## config.mk

```make
export PLATFORM = sky130hd
export DESIGN_NAME = mem_port_arbiter_flat
export DESIGN_NICKNAME = d
export VERILOG_FILES = /design/src/rtl/mem_port_arbiter_if.sv /design/src/rtl/mem_port_arbiter.sv /design/src/flat_wrapper.sv
export SDC_FILE = /design/constraint.sdc
export NUM_CORES = 1
export LEC_CHECK = 0
export ABC_AREA = 1
export BUFFER_PORTS_ARGS = -buffer_cell sky130_fd_sc_hd__buf_4
export CORE_ASPECT_RATIO = 1.2
export CORE_MARGIN = 4
export CORE_UTILIZATION = 40
export CTS_BUF_LIST = sky130_fd_sc_hd__clkbuf_8
export CTS_CLUSTER_DIAMETER = 200
export DETAILED_ROUTE_END_ITERATION = 8
export PLACE_DENSITY = 0.78
export SYNTH_ARGS = -nofsm -noshare
export SYNTH_HDL_FRONTEND = slang
export SYNTH_SLANG_ARGS = --single-unit
```

## constraint.sdc

```tcl
create_clock -name clk -period 2.38 [get_ports clk]
set_clock_uncertainty 0.2 [all_clocks]
set_input_delay 0.119 -clock clk [delete_from_list [all_inputs] [get_ports clk]]
set_output_delay 0.119 -clock clk [all_outputs]
set_load 0.03 [all_outputs]
```

## src/rtl/mem_port_arbiter_if.sv

```systemverilog
// Bundle of the fetch, data and memory-side signals of mem_port_arbiter.
//   slave  : arbiter view (takes requests and read data, drives readys,
//            responses and the memory address/data/mask).
//   master : environment view (pipeline stages plus the byte memory).
// Fetch side : if_req_valid/if_req_ready/if_addr, if_rsp_valid/if_rsp_data.
// Data side  : d_req_valid/d_req_ready/d_addr/d_we/d_size/d_unsigned/d_wdata,
//              d_rsp_valid/d_rsp_data/d_rsp_err.
// Memory side: mem_addr/mem_write_data/mem_write_mask out, mem_read_data in.
interface mem_port_arbiter_if #(
   parameter int unsigned ADDR_WIDTH = 32
) ();
   logic                  if_req_valid;
   logic                  if_req_ready;
   logic [ADDR_WIDTH-1:0] if_addr;
   logic                  if_rsp_valid;
   logic [31:0]           if_rsp_data;

   logic                  d_req_valid;
   logic                  d_req_ready;
   logic [ADDR_WIDTH-1:0] d_addr;
   logic                  d_we;
   logic [1:0]            d_size;
   logic                  d_unsigned;
   logic [31:0]           d_wdata;
   logic                  d_rsp_valid;
   logic [31:0]           d_rsp_data;
   logic                  d_rsp_err;

   logic [ADDR_WIDTH-1:0] mem_addr;
   logic [31:0]           mem_write_data;
   logic [3:0]            mem_write_mask;
   logic [31:0]           mem_read_data;

   modport slave (
      input  if_req_valid, if_addr,
      output if_req_ready, if_rsp_valid, if_rsp_data,
      input  d_req_valid, d_addr, d_we, d_size, d_unsigned, d_wdata,
      output d_req_ready, d_rsp_valid, d_rsp_data, d_rsp_err,
      output mem_addr, mem_write_data, mem_write_mask,
      input  mem_read_data
   );

   modport master (
      output if_req_valid, if_addr,
      input  if_req_ready, if_rsp_valid, if_rsp_data,
      output d_req_valid, d_addr, d_we, d_size, d_unsigned, d_wdata,
      input  d_req_ready, d_rsp_valid, d_rsp_data, d_rsp_err,
      input  mem_addr, mem_write_data, mem_write_mask,
      output mem_read_data
   );
endinterface

```

## src/rtl/mem_port_arbiter.sv

```systemverilog
// Single-port memory arbiter shared by instruction fetch and load/store.
// Data requests have default priority; a fetch denied MAX_WAIT consecutive
// cycles is forced through. Generates sb/sh/sw byte masks, extends load data
// and returns registered responses one cycle after the grant.
// Ports:
//   clk   : clock
//   reset : synchronous, active-high reset
//   bus   : mem_port_arbiter_if.slave (fetch, data and memory-side signals)
module mem_port_arbiter #(
   parameter int unsigned ADDR_WIDTH = 32,
   parameter int unsigned MEM_BYTES  = 16,
   parameter int unsigned MAX_WAIT   = 4
) (
   input logic               clk,
   input logic               reset,
   mem_port_arbiter_if.slave bus
);
   localparam int unsigned          CntW   = $clog2(MAX_WAIT + 1);
   localparam logic [CntW-1:0]      CntMax = CntW'(MAX_WAIT);
   localparam logic [ADDR_WIDTH:0]  MemEnd = (ADDR_WIDTH + 1)'(MEM_BYTES);

   logic [CntW-1:0]     r_wait_cnt;
   logic                r_if_rsp_valid;
   logic [31:0]         r_if_rsp_data;
   logic                r_d_rsp_valid;
   logic                r_d_rsp_err;
   logic [31:0]         r_d_rsp_data;

   logic                w_force;
   logic                w_if_gnt;
   logic                w_d_gnt;
   logic [2:0]          w_nbytes;
   logic                w_d_illegal;
   logic                w_d_oob;
   logic                w_d_err;
   logic                w_if_oob;
   logic [ADDR_WIDTH:0] w_d_end;
   logic [ADDR_WIDTH:0] w_if_end;
   logic [3:0]          w_store_mask;
   logic [31:0]         w_load_data;
   logic                w_sext;

   // Arbitration; reset blocks both grants so nothing is accepted or written.
   always_comb begin
      w_force  = bus.if_req_valid && (r_wait_cnt == CntMax);
      w_d_gnt  = !reset && bus.d_req_valid && !w_force;
      w_if_gnt = !reset && bus.if_req_valid && (!bus.d_req_valid || w_force);
   end

   // Size decode, store mask and load extraction from the raw read word.
   always_comb begin
      w_sext       = !bus.d_unsigned;
      w_d_illegal  = 1'b0;
      w_nbytes     = 3'd4;
      w_store_mask = 4'b1111;
      w_load_data  = bus.mem_read_data;
      case (bus.d_size)
         2'b00: begin
            w_nbytes     = 3'd1;
            w_store_mask = 4'b0001;
            w_load_data  = {{24{w_sext & bus.mem_read_data[7]}}, bus.mem_read_data[7:0]};
         end
         2'b01: begin
            w_nbytes     = 3'd2;
            w_store_mask = 4'b0011;
            w_load_data  = {{16{w_sext & bus.mem_read_data[15]}}, bus.mem_read_data[15:0]};
         end
         2'b10: begin
            w_nbytes     = 3'd4;
            w_store_mask = 4'b1111;
            w_load_data  = bus.mem_read_data;
         end
         default: begin
            w_d_illegal  = 1'b1;
            w_store_mask = 4'b0000;
            w_load_data  = '0;
         end
      endcase
   end

   // Bounds checks use one extra bit so address + size cannot wrap.
   always_comb begin
      w_d_end  = {1'b0, bus.d_addr} + (ADDR_WIDTH + 1)'(w_nbytes);
      w_if_end = {1'b0, bus.if_addr} + (ADDR_WIDTH + 1)'(4);
      w_d_oob  = w_d_end > MemEnd;
      w_if_oob = w_if_end > MemEnd;
      w_d_err  = w_d_illegal || w_d_oob;
   end

   // Memory drive.
   always_comb begin
      bus.mem_addr       = '0;
      bus.mem_write_data = '0;
      bus.mem_write_mask = 4'b0000;
      if (w_d_gnt) begin
         bus.mem_addr       = bus.d_addr;
         bus.mem_write_data = bus.d_wdata;
         if (bus.d_we && !w_d_err) begin
            bus.mem_write_mask = w_store_mask;
         end
      end else if (w_if_gnt) begin
         bus.mem_addr = bus.if_addr;
      end
   end

   // Starvation counter: consecutive cycles a valid fetch has been denied.
   always_ff @(posedge clk) begin
      if (reset) begin
         r_wait_cnt <= '0;
      end else if (!bus.if_req_valid || w_if_gnt) begin
         r_wait_cnt <= '0;
      end else if (r_wait_cnt != CntMax) begin
         r_wait_cnt <= r_wait_cnt + CntW'(1);
      end
   end

   // Responses capture the pre-write read data at the grant edge.
   always_ff @(posedge clk) begin
      if (reset) begin
         r_if_rsp_valid <= 1'b0;
         r_if_rsp_data  <= '0;
         r_d_rsp_valid  <= 1'b0;
         r_d_rsp_err    <= 1'b0;
         r_d_rsp_data   <= '0;
      end else begin
         r_if_rsp_valid <= w_if_gnt;
         r_if_rsp_data  <= (w_if_gnt && !w_if_oob) ? bus.mem_read_data : '0;
         r_d_rsp_valid  <= w_d_gnt;
         r_d_rsp_err    <= w_d_gnt && w_d_err;
         r_d_rsp_data   <= (w_d_gnt && !bus.d_we && !w_d_err) ? w_load_data : '0;
      end
   end

   // Outputs are masked while reset is high so a pending pulse is dropped.
   always_comb begin
      bus.if_req_ready = w_if_gnt;
      bus.d_req_ready  = w_d_gnt;
      bus.if_rsp_valid = r_if_rsp_valid && !reset;
      bus.if_rsp_data  = reset ? '0 : r_if_rsp_data;
      bus.d_rsp_valid  = r_d_rsp_valid && !reset;
      bus.d_rsp_err    = r_d_rsp_err && !reset;
      bus.d_rsp_data   = reset ? '0 : r_d_rsp_data;
   end
endmodule

```

## src/flat_wrapper.sv

```systemverilog
// flat-port wrapper written by rule: the top's interface ports become plain ports
module mem_port_arbiter_flat 
#(
   parameter int unsigned ADDR_WIDTH = 32,
   parameter int unsigned MEM_BYTES  = 16,
   parameter int unsigned MAX_WAIT   = 4
)
  (clk, reset, bus_if_req_valid, bus_if_addr, bus_if_req_ready, bus_if_rsp_valid, bus_if_rsp_data, bus_d_req_valid, bus_d_addr, bus_d_we, bus_d_size, bus_d_unsigned, bus_d_wdata, bus_d_req_ready, bus_d_rsp_valid, bus_d_rsp_data, bus_d_rsp_err, bus_mem_addr, bus_mem_write_data, bus_mem_write_mask, bus_mem_read_data);
  mem_port_arbiter_if #(.ADDR_WIDTH(ADDR_WIDTH)) bus_i ();
  input logic clk;
  input logic reset;
  input wire logic [$bits(bus_i.if_req_valid)-1:0] bus_if_req_valid;
  input wire logic [$bits(bus_i.if_addr)-1:0] bus_if_addr;
  output wire logic [$bits(bus_i.if_req_ready)-1:0] bus_if_req_ready;
  output wire logic [$bits(bus_i.if_rsp_valid)-1:0] bus_if_rsp_valid;
  output wire logic [$bits(bus_i.if_rsp_data)-1:0] bus_if_rsp_data;
  input wire logic [$bits(bus_i.d_req_valid)-1:0] bus_d_req_valid;
  input wire logic [$bits(bus_i.d_addr)-1:0] bus_d_addr;
  input wire logic [$bits(bus_i.d_we)-1:0] bus_d_we;
  input wire logic [$bits(bus_i.d_size)-1:0] bus_d_size;
  input wire logic [$bits(bus_i.d_unsigned)-1:0] bus_d_unsigned;
  input wire logic [$bits(bus_i.d_wdata)-1:0] bus_d_wdata;
  output wire logic [$bits(bus_i.d_req_ready)-1:0] bus_d_req_ready;
  output wire logic [$bits(bus_i.d_rsp_valid)-1:0] bus_d_rsp_valid;
  output wire logic [$bits(bus_i.d_rsp_data)-1:0] bus_d_rsp_data;
  output wire logic [$bits(bus_i.d_rsp_err)-1:0] bus_d_rsp_err;
  output wire logic [$bits(bus_i.mem_addr)-1:0] bus_mem_addr;
  output wire logic [$bits(bus_i.mem_write_data)-1:0] bus_mem_write_data;
  output wire logic [$bits(bus_i.mem_write_mask)-1:0] bus_mem_write_mask;
  input wire logic [$bits(bus_i.mem_read_data)-1:0] bus_mem_read_data;
  assign bus_i.if_req_valid = bus_if_req_valid;
  assign bus_i.if_addr = bus_if_addr;
  assign bus_if_req_ready = bus_i.if_req_ready;
  assign bus_if_rsp_valid = bus_i.if_rsp_valid;
  assign bus_if_rsp_data = bus_i.if_rsp_data;
  assign bus_i.d_req_valid = bus_d_req_valid;
  assign bus_i.d_addr = bus_d_addr;
  assign bus_i.d_we = bus_d_we;
  assign bus_i.d_size = bus_d_size;
  assign bus_i.d_unsigned = bus_d_unsigned;
  assign bus_i.d_wdata = bus_d_wdata;
  assign bus_d_req_ready = bus_i.d_req_ready;
  assign bus_d_rsp_valid = bus_i.d_rsp_valid;
  assign bus_d_rsp_data = bus_i.d_rsp_data;
  assign bus_d_rsp_err = bus_i.d_rsp_err;
  assign bus_mem_addr = bus_i.mem_addr;
  assign bus_mem_write_data = bus_i.mem_write_data;
  assign bus_mem_write_mask = bus_i.mem_write_mask;
  assign bus_i.mem_read_data = bus_mem_read_data;
  mem_port_arbiter #(.ADDR_WIDTH(ADDR_WIDTH), .MEM_BYTES(MEM_BYTES), .MAX_WAIT(MAX_WAIT)) u_core (.clk(clk), .reset(reset), .bus(bus_i));
endmodule
```

==> summary.txt <==
Logic synthesis
  – Share of the synthesized netlist area taken by xor and xnor gates: 1.81%
  – Most frequent cell after synthesis: inv_1
  – Post-Syn Instances: 947
  – Post-synthesis mux area share: 0%
  – Mapped Nets: 1094
  – Seq cells post-synth: 70
  – Largest family of logic cells by synthesized area: simple AND/OR/NAND/NOR gates
  – Top cell type by total area after synthesis: dfxtp_1
  – Largest cells by area after synthesis: dfxtp_1 26%, inv_1 16%, nor2_1 14%
  – Mean post-synth cell area: 5.63 sq um
  – Synth cell types: 33
  – Synth Area in Compound Gates: 8.35%
  – Predominant post-synthesis flop cell: dfxtp_1
  – Post-synth top area share: 26.3%
  – Simple-gate share of the synthesized area: 42.1%
  – Adder-cell share of the synthesized area: 2.58%
  – Seq/Total Area, Yosys: 26.3%
  – Synthesized area: 5330 sq um
  – Post-synth EDFFs: 0
  – Asr flop ratio synth: 0%
  – Most frequent cells after synthesis: 230 x inv_1, 202 x nor2_1, 177 x nand2_1, 70 x dfxtp_1, 43 x nand3_1
  – Synth Warn #: 0

Clock network
  – Clock sink count: 70
  – Clock tree root buffer cell: clkbuf_8
  – Worst skew pair latency: 0.35 ns
  – CTS tree: built
  – Num CTS Buffers: 9
  – Clock transition at path regs: 0.07 ns
  – # H-tree levels: 3
  – CTS Buffer Depth: 2

Floorplanning
  – Placeable Area: 12800 sq um
  – IO Count: 273
  – Die area: 15300 sq um
  – Vert. Die Dim: 134 um
  – Starting Density: 41.5%
  – Die X: 113 um
  – Row count: 45

Power
  – Pint: 2.02 mW
  – Reg power frac: 38.0%
  – Comb pwr share: 33.7%
  – Max VDD drop: 321 uV
  – Psw: 1.08 mW
  – Tot Pwr: 3.10 mW
  – Clock Power Share: 28.3%
  – Switching Share: 34.8%
  – PwrDens: 342 nW/um^2
  – Leakage: 4.72 nW

STA
  – Min Hold Slack: 0.0431 ns
  – Final worst path period share: 120%
  – Final hold viol count: 0
  – Fmax: 351 MHz
  – Slew Limit Fails: 0
  – Slew margin rel.: 50.2%
  – Worst Tran Pin Value: 0.747 ns
  – Final setup vio count: 36
  – Min cycle time layout: 2.85 ns
  – RSZ-0062 raised after global routing: true
  – PnR worst setup slack: -0.466 ns

Critical path
  – Kind of critical path: in2out
  – Critical path required time: 2.06 ns
  – Max FO, Critical Path: 4
  – WP data arrival: 2.53 ns
  – Critical path capture point type: output port
  – Startpoint Class: input port

Global routing
  – Initial antenna violation count: 0
  – Vias in the first global route: 7029
  – Largest net degree at the start of global routing: 68
  – GRT overflow: 0
  – Total GRT Usage: 28.7%
  – First-pass GRT wire length: 34900 um

Flow run
  – Max_cap viols: 0

Placed design
  – Port bufs: 272
  – Placer Congestion: 1.08
  – Hpwl dp: 17300 um
  – Placed Cells: 1396

Run status
  – Status: finished, violations left
  – Failing checks: negative setup slack

Layout
  – Fin nets: 1446
  – Area of the multi-input gates: 3250 sq um
  – Layout area overhead: 69.7%
  – Layout cells sized above 1: 34.7%
  – FILL cells: 1085
  – Register area: 1400 sq um
  – Final cell count without fillers: 1469

Routing
  – Antenna viol nets, final: 0
  – DRT Wirelength: 23800 um
  – Post-DR wirelength/cell: 16.2 um
  – DR DRC count: 0
  – Via count: 7265
  – Via/cell ratio: 4.95
  – Starting DRT DRC Count: 497
  – Drt pass-1 iters: 4

Min path
  – Hold Path Class: in2reg
-- worst paths after layout --
kind,startpoint,to,slack (ns),depth (start not counted)
worst max-delay path,bus_d_size[0],bus_mem_write_mask[2],-0.47,23
worst min-delay path,bus_d_we,u_core.r_d_rsp_data[7],0.04,5
worst max register to register,u_core.r_wait_cnt[0],u_core.r_if_rsp_data[15],0.16,15
worst min register to register,u_core.r_wait_cnt[1],u_core.r_wait_cnt[1],0.28,2
-- through the flow --
| stage | setup WS (ns) | utilization (%) | cell area (sq um) | setup TNS (ns) |
|---|---|---|---|---|
| 2_1_floorplan | -0.288 | - | 5470 | -0.682 |
| 3_5_place_dp | -0.568 | 61.9 | 7940 | -17.92 |
| 4_1_cts | -0.415 | 68.6 | 8810 | -6.03 |
| 6_report | -0.466 | 70.5 | 9050 | -6.18 |
| 3_3_place_gp | -0.513 | 61.9 | 7940 | -15.64 |
| 5_1_grt | -0.669 | 70.5 | 9050 | -12.60 |
-- cells by family (layout without fill, tap and decap cells) --
group	after synthesis	count (layout)
and+or+nand+nor	515	516
xor gates and xnor gates	11	11
AOI/OAI and AO/OA	80	80
adders and majority gates	11	11
DFF	70	70
buffers and inverters	260	616
other	0	1
-- state kept, by name (all words and copies together), names as in the netlist --
| register | cells |
|---|---|
| u_core.r_d_rsp_data | 32 |
| u_core.r_d_rsp_err | 1 |
| u_core.r_d_rsp_valid | 1 |
| u_core.r_if_rsp_data | 32 |
| u_core.r_if_rsp_valid | 1 |
| u_core.r_wait_cnt | 3 |
-- placed cells by master, fill, tap and decap left out, types with 9 or more instances in the layout --
master / instances
nand3_1: 34
o21ai_0: 16
nor2_1: 192
inv_1: 221
o22ai_1: 17
buf_6: 11
nand4_1: 18
nand2_1: 163
buf_4: 304
xor2_1: 10
dlygate4sd3_1: 38
nand2_2: 12
nor2_2: 38
clkbuf_8: 9
nor3_1: 16
a21oi_1: 32
dfxtp_1: 68
buf_12: 9
nor2_4: 9
-- layout make-up --
class,count,area share [%]
Multi-Input combinational cell,618,35.9
Timing Repair Buffer,368,34.4
Sequential cell,70,15.5
Inverter,232,9.87
Tap cell,164,2.27
Clock buffer,9,1.37
Clock inverter,7,0.608
Antenna cell,1,0.0276
-- power groups by stage --
stage / logic [mW] / clock network (mW) / registers (mW)
after floorplan: 0.441 / 0 / 1.20
after global placement: 0.895 / 0 / 1.20
after detailed placement: 0.897 / 0 / 1.20
after CTS: 0.993 / 0.879 / 1.17
after global routing: 1.11 / 0.926 / 1.18
final: 1.04 / 0.876 / 1.18
-- metal layers --
layer  global-route usage [%]  wire length (um)  vias to the layer above  share of wire, %
met5                        0                 0                        -                 0
li1                         -                 -                     3546                 -
met3                     5.42              1770                       97               7.5
met1                     31.1              8240                     3251                35
met4                     15.4              1350                        0               5.7
met2                     52.4             12400                      371                52
-- timing repair --
item	4_1_cts	5_1_grt
gates cloned	3	3
buffers inserted	15	8
gates resized for setup	43	35
setup endpoints to repair	50	134
hold buffers	38	0
endpoints found under the hold margin	67	0
pin swaps	23	29
-- critical path: stages --
cell and delay, ns:
buf_8 0.09, clkinvlp_4 0.12, buf_6 0.14, ha_4 0.15, ha_4 0.17, ha_4 0.16, inv_4 0.05, nand2_4 0.05
buf_6 0.12, nand2_4 0.07, o21ai_4 0.07, buf_12 0.14, nand2_1 0.05, nand2_1 0.04, nand2_1 0.06, nand3_1 0.08
nor2_2 0.13, nand2_1 0.07, nor2_2 0.09, nand4_1 0.12, buf_6 0.16, nor2_4 0.12, buf_6 0.14
(Power assumes the default switching activity.)
